--- src/rtl/mem_access_ctrl.sv ---
// mem_access_ctrl: sequences data-memory req/ack accesses for the MEM stage, stalling the front of the pipeline and bubbling MEM/WB until the access completes or times out.
module mem_access_ctrl #(
    parameter int ADDR_W  = 32,
    parameter int DATA_W  = 32,
    parameter int TIMEOUT = 255
) (
    input  logic              clk_i,
    input  logic              rst_i,
    input  logic              MemRead_i,
    input  logic              MemWrite_i,
    input  logic [ADDR_W-1:0] Addr_i,
    input  logic [DATA_W-1:0] Wdata_i,
    input  logic              mem_ack_i,
    input  logic [DATA_W-1:0] mem_rdata_i,
    output logic              mem_req_o,
    output logic              mem_we_o,
    output logic [ADDR_W-1:0] mem_addr_o,
    output logic [DATA_W-1:0] mem_wdata_o,
    output logic              stall_o,
    output logic              bubble_o,
    output logic [DATA_W-1:0] Memdata_o,
    output logic              err_o
);
    typedef enum logic [1:0] {IDLE, REQ, DONE} state_t;
    state_t state, state_nxt;
    logic [7:0] cnt;
    logic access, last;
    assign access = MemRead_i | MemWrite_i;
    assign last   = cnt == 8'(TIMEOUT - 1);
    always_ff @(posedge clk_i or negedge rst_i) begin
        if (!rst_i) state <= IDLE;
        else        state <= state_nxt;
    end
    always_comb begin
        state_nxt = state == IDLE ? (access ? REQ : IDLE) :
                    state == REQ  ? ((mem_ack_i || last) ? DONE : REQ) : IDLE;
    end
    // reset gating keeps the pipeline free-running while rst_i is held, even if EX/MEM still shows an access
    always_comb begin
        stall_o  = rst_i && ((state == IDLE && access) || state == REQ);
        bubble_o = stall_o;
    end
    always_ff @(posedge clk_i or negedge rst_i) begin
        if (!rst_i) begin
            mem_req_o   <= 1'b0;
            mem_we_o    <= 1'b0;
            mem_addr_o  <= '0;
            mem_wdata_o <= '0;
            Memdata_o   <= '0;
            err_o       <= 1'b0;
            cnt         <= '0;
        end else if (state == IDLE && access) begin
            mem_req_o   <= 1'b1;
            mem_we_o    <= MemWrite_i;
            mem_addr_o  <= Addr_i;
            mem_wdata_o <= Wdata_i;
            cnt         <= '0;
        end else if (state == REQ) begin
            if (mem_ack_i) begin
                mem_req_o <= 1'b0;
                if (!mem_we_o) Memdata_o <= mem_rdata_i;
            end else if (last) begin
                mem_req_o <= 1'b0;
                Memdata_o <= '0;
                err_o     <= 1'b1;
            end else begin
                cnt <= cnt + 8'd1;
            end
        end
    end
endmodule
--- config.mk ---
export PLATFORM = sky130hd
export DESIGN_NAME = mem_access_ctrl
export DESIGN_NICKNAME = d
export VERILOG_FILES = /design/src/rtl/mem_access_ctrl.sv
export SDC_FILE = /design/constraint.sdc
export NUM_CORES = 1
export LEC_CHECK = 0
export ABC_CLOCK_PERIOD_IN_PS = 2800
export BUFFER_PORTS_ARGS = -buffer_cell sky130_fd_sc_hd__buf_2
export CAP_MARGIN = 20
export CORE_ASPECT_RATIO = 0.75
export CORE_MARGIN = 3
export CORE_UTILIZATION = 25
export CTS_CLUSTER_DIAMETER = 40
export DETAILED_ROUTE_END_ITERATION = 6
export SYNTH_ARGS = -nofsm -noshare
export SYNTH_HDL_FRONTEND = slang
export SYNTH_SLANG_ARGS = --single-unit
--- constraint.sdc ---
create_clock -name clk_i -period 2.8 [get_ports clk_i]
set_input_delay 0.42 -clock clk_i [delete_from_list [all_inputs] [get_ports clk_i]]
set_output_delay 0.42 -clock clk_i [all_outputs]
set_load 0.1 [all_outputs]
== Yosys cells after proc, flatten, opt, wreduce, memory -nomap -nowiden ==
Cells that the tools add are included.

* Bits in registers: 109
* Latch bits: 0
* Bits in writable memories: 0
* Bits in read-only memories: 0
* Bits of input ports: 101
* Output and inout bits: 101
* Word-level logic and storage cells: 44
* Memories kept: 0

* Add/sub/neg operators: 1
* $mul: 0
* Div/mod/pow operators: 0
* $lt $le $gt $ge: 0
* Equality and inequality tests: 5
* Shifts and indexed selects: 0
* Muxes and demuxes: 15
* Bitwise operators: 3
* Reduce and logical (&&, ||, !) cells: 12

{| class="wikitable"
|+ Operator list
! cell !! count
|-
| 32-bit 2-to-1 mux || 3
|-
| 8-bit 2-to-1 mux || 4
|-
| 8-bit by 1-bit adder with 8-bit output, second input constant || 1
|-
| 8-bit == test, second input constant || 1
|-
| 4-bit AND reduction || 2
|-
| 2-bit 2-to-1 mux || 3
|-
| 1-bit 2-to-1 mux || 5
|-
| 2-bit by 1-bit inequality test with 1-bit output, second input constant || 2
|-
| 2-bit nonzero test || 2
|-
| 3-bit AND reduction || 1
|-
| 3-bit nonzero test || 1
|-
| 2-bit by 1-bit == test with 1-bit output, second input constant || 1
|-
| 1-bit logical AND || 2
|-
| 2-bit zero test || 1
|-
| 1-bit logical OR || 2
|-
| 2-bit inequality test, second input constant || 1
|-
| 1-bit NOT || 2
|-
| 2-bit AND reduction || 1
|-
| 1-bit bitwise OR || 1
|}

== Depth between registers and ports, before layout ==
* Word-level depth: 5
* Gate-level depth with buffers: 7
* Gate-level depth less buffers: 6

== Least setup slack after synthesis ==
Ideal clock, no wire load.

* Path kind: register -> output
* Start: register state[1]
* End: output stall_o
* Arrival: 3.722 ns
* Data required time: 2.380 ns
* Slack: -1.342 ns
* Cell stages (with the launch flop): 6
* Buffers on the path: 2
* Cell sequence: dfrtp_1 > nor2_1 > o21ai_0 > clkbuf_1 > a21boi_0 > buf_4

* Word-level cells in the longest chain between the ends: 4
* Elaborated cells between the ends (all ways): 5
* Those cells by class: 1 x eq/ne; 4 x reduce/logical

{| class="wikitable"
|+ RTL lines
! what !! line !! source
|-
| start, declared || 25 || <nowiki>state_t state, state_nxt;</nowiki>
|-
| start signal, assigned || 32 || <nowiki>else state <= state_nxt;</nowiki>
|-
| 2-bit zero test || 40 || <nowiki>stall_o = rst_i && ((state == IDLE && access) || state == REQ);</nowiki>
|-
| 1-bit logical AND || 40 ||
|-
| 1-bit logical OR * || 40 ||
|-
| 1-bit logical AND * || 40 ||
|-
| end, declared || 19 || <nowiki>output logic stall_o,</nowiki>
|}

Mark *: on every way between the ends. The rest lies on a longest branch, timed or not.

== Worst setup path in the final report ==
* Start: register state[0]
* End: output bubble_o

* Word-level cells in the longest chain between the ends: 4
* Elaborated cells between the ends (all ways): 5
* Those cells by class: 1 x eq/ne; 4 x reduce/logical

{| class="wikitable"
|+ RTL lines
! what !! line !! source
|-
| 2-bit zero test || 40 ||
|-
| 1-bit logical AND || 40 ||
|-
| 1-bit logical OR * || 40 ||
|-
| 1-bit logical AND * || 40 ||
|-
| end, declared || 20 || <nowiki>output logic bubble_o,</nowiki>
|}

Marks and branches as above.

==> flow_summary.toml <==
[floorplan]
initial_core_util_pct = 26.0
rows = 40
dieArea_mm2 = 0.0185
die_h_um = 119
die_width_um = 156
core_area_mm2 = 0.0163
ios = 202

[clock_network]
tritoncts = "built"
clk_latency_ns = 0.34
cts_max_level = 3
cts.repair.resized = 0
postCtsSetupBuffers = 0
cts_root_buf = "clkbuf_16"
clkSlewWorstSetupHoldPaths_ns = 0.08
cts.path.max_buffers = 2
cts_made_buffers = 9
cts.sinks = 109
ctsHoldBuffers = 0

[synth]
synth_cell_types = 33
synth_nets = 513
avgSynthCellArea_um2 = 10.3
synth_seq_cells = 109
yosysWarnings = 0
netlist_area_mm2 = 0.00422
synth_top_area_share_pct = 64.6
synthCells = 410
ys_top_cells_by_area = "dfrtp_1 65%, nand2_1 18%, a22o_1 6.6%"
ys_seq_area_share_pct = 64.6
synth_top_area_cell = "dfrtp_1"

[timing]
worst_slew_pin_slew_ns = 0.609
maxSlewViolCount = 0
fmaxAchievable_mhz = 458
fin_skew_ns = 0.00830
period_share_pct = 77.9
tns_ns = 0
rsz0062_at_grt = "false"
relSlewSlack_pct = 59.2
hold_viol = 0
period_minus_slack_ns = 2.18
setup_viol = 0

[critical_path]
setup.worst_path.start = "state[0]"
critPathLaunchType = "flip-flop"
r2r_start = "cnt[0]"
end_kind = "output pin"
slowest_delay_ns = 0.45
worst-path-max-fanout = 4
critical_path.endpoint = "bubble_o"
r2r-end = "Memdata_o[17]"
crit_arrival_ns = 1.76
cp_cell_sequence = "nor2_1, o21ai_4, a21boi_2, buf_2"
rrSetupSlack_ns = 0.89
crit_type = "flip-flop to output pin"
cpMaxStageDelayCell = "buf_2"
r2r_cells = 6
crit_required_ns = 2.38

[layout]
filler_cell_count = 1652
finish.net_count = 707
drive_gt1_share_pct = 38.1
area_delta_synth_final_pct = 36.3
n_antenna_cell = 0

[routing]
via_per_inst = 4.19
first_pass_iters = 4
drtIter0Drc = 215
post-route-drc-count = 0
vias = 3433
met2_length_um = 4500
maxUsedRoutingLayer = "met4"
wl_met3_um = 1100
wl_met1_um = 5030
final_antenna_net_count = 0
routed_wirelength_um = 10700
wire_per_inst_um = 13.0

[global_route]
track_usage_pct = 11.8
grt_overflow = 0
antenna_found_initial = 0
grt_pass1_vias = 3439
grt_pass1_wl_um = 17500
grt_max_degree = 110

[placed_design]
place.gp.congestion = 0.724
dp_hpwl_um = 7310
port_buffers = 201

[job]
maxCapViolCount = 0

[outcome]
status = "finished, final reports clean"

[hold_path]
min-delay-path-class = "primary input to asynchronous set/reset pin"
## per-layer routing
layer	track usage (%)	up-vias
li1	-	1722
met1	16.0	1570
met2	16.6	137
met3	5.86	4
met4	3.12	0
met5	0	-
## cells in the final DEF, fill, tap and decap left out, types with 2 or more instances in the layout
cell       instances
inv_1              3
a22o_1            32
a21o_1             3
nand2_1          198
dfrtp_1          109
buf_2            200
nand2b_1           4
nor2_1             2
o211ai_1           2
o311ai_0           2
o21ai_4            2
buf_4              4
ha_1               2
o21ai_0            3
inv_6              3
nand3_1            7
buf_12             2
clkbuf_16          9
o41ai_1            2
## logic make-up after synthesis
logic type,synth area share [%]
AO/OA/AOI/OAI,10.4
multiplexers,0.267
buffers and inverters,3.23
flip-flops,64.6
adder cells (fa/ha/maj),0.592
AND/OR/NAND/NOR,21.0
## sequential cells by signal, summed over array words and instances, names as in the netlist
| register | count |
|---|---|
| cnt | 8 |
| state | 2 |
| Memdata_o | 32 |
| mem_req_o | 1 |
| mem_addr_o | 32 |
| mem_wdata_o | 32 |
| mem_we_o | 1 |
| err_o | 1 |
## synth_stat cells
cell type / n
a21boi_0: 1
a21o_1: 3
a21oi_1: 1
a22o_1: 32
a31o_2: 1
and3_1: 1
buf_2: 10
buf_4: 1
buf_6: 3
clkbuf_1: 9
dfrtp_1: 109
ha_1: 2
inv_1: 3
mux2_1: 1
nand2_1: 198
nand2_2: 1
nand2b_1: 4
nand3_1: 7
nand4_4: 1
nor2_1: 3
nor2b_1: 1
nor3_1: 1
nor3b_2: 1
o211ai_1: 2
o21a_1: 1
o21ai_0: 4
o21ai_4: 1
o311ai_0: 2
o31ai_1: 1
o31ai_2: 1
o41ai_1: 2
or2b_1: 1
or3_1: 1
## metrics by stage
stage               std cells  utilization (%)  setup slack (ns)  cell area [um^2]  hold WS, ns
global placement          803             33.5             0.932              5450        0.438
finish                    819             35.4             0.618              5760        0.172
floorplan                 410                -            0.0798              4230        0.124
detailed placement        803             33.5             0.878              5450        0.442
global route              819             35.4             0.544              5760        0.227
CTS                       819             35.4             0.571              5760        0.194
## cell type report
class | instances | area [um^2] | share of cell area (%)
inverter | 3 | 11.3 | 0.196
tap | 210 | 263 | 4.56
clock inverter | 7 | 80.1 | 1.39
sequential | 109 | 2730 | 47.4
clock buffer | 9 | 225 | 3.91
multi-input combinational | 275 | 1380 | 24.0
timing repair buffer | 206 | 1070 | 18.6
## how the worst min path moves through the flow
stage	start	endpoint	slack (ns)	cells past startpoint
final	rst_i	mem_addr_o[18]	0.17	2
after global routing	rst_i	mem_addr_o[14]	0.23	2
after CTS	rst_i	mem_addr_o[14]	0.19	2
after detailed placement	err_o	err_o	0.44	1
after global placement	err_o	err_o	0.44	1
after floorplan	rst_i	Memdata_o[0]	0.12	0
## worst max-delay path, delay by kind of cell (launching register included)
family                 cells  cell delay (ns)
AOI/OAI and AO/OA          2             0.28
buffers and inverters      1             0.45
DFF                        1             0.41
and+or+nand+nor            1             0.28
Power is not shown: default switching activity piles up to over one toggle a cycle in this logic, so the estimate is an artifact.
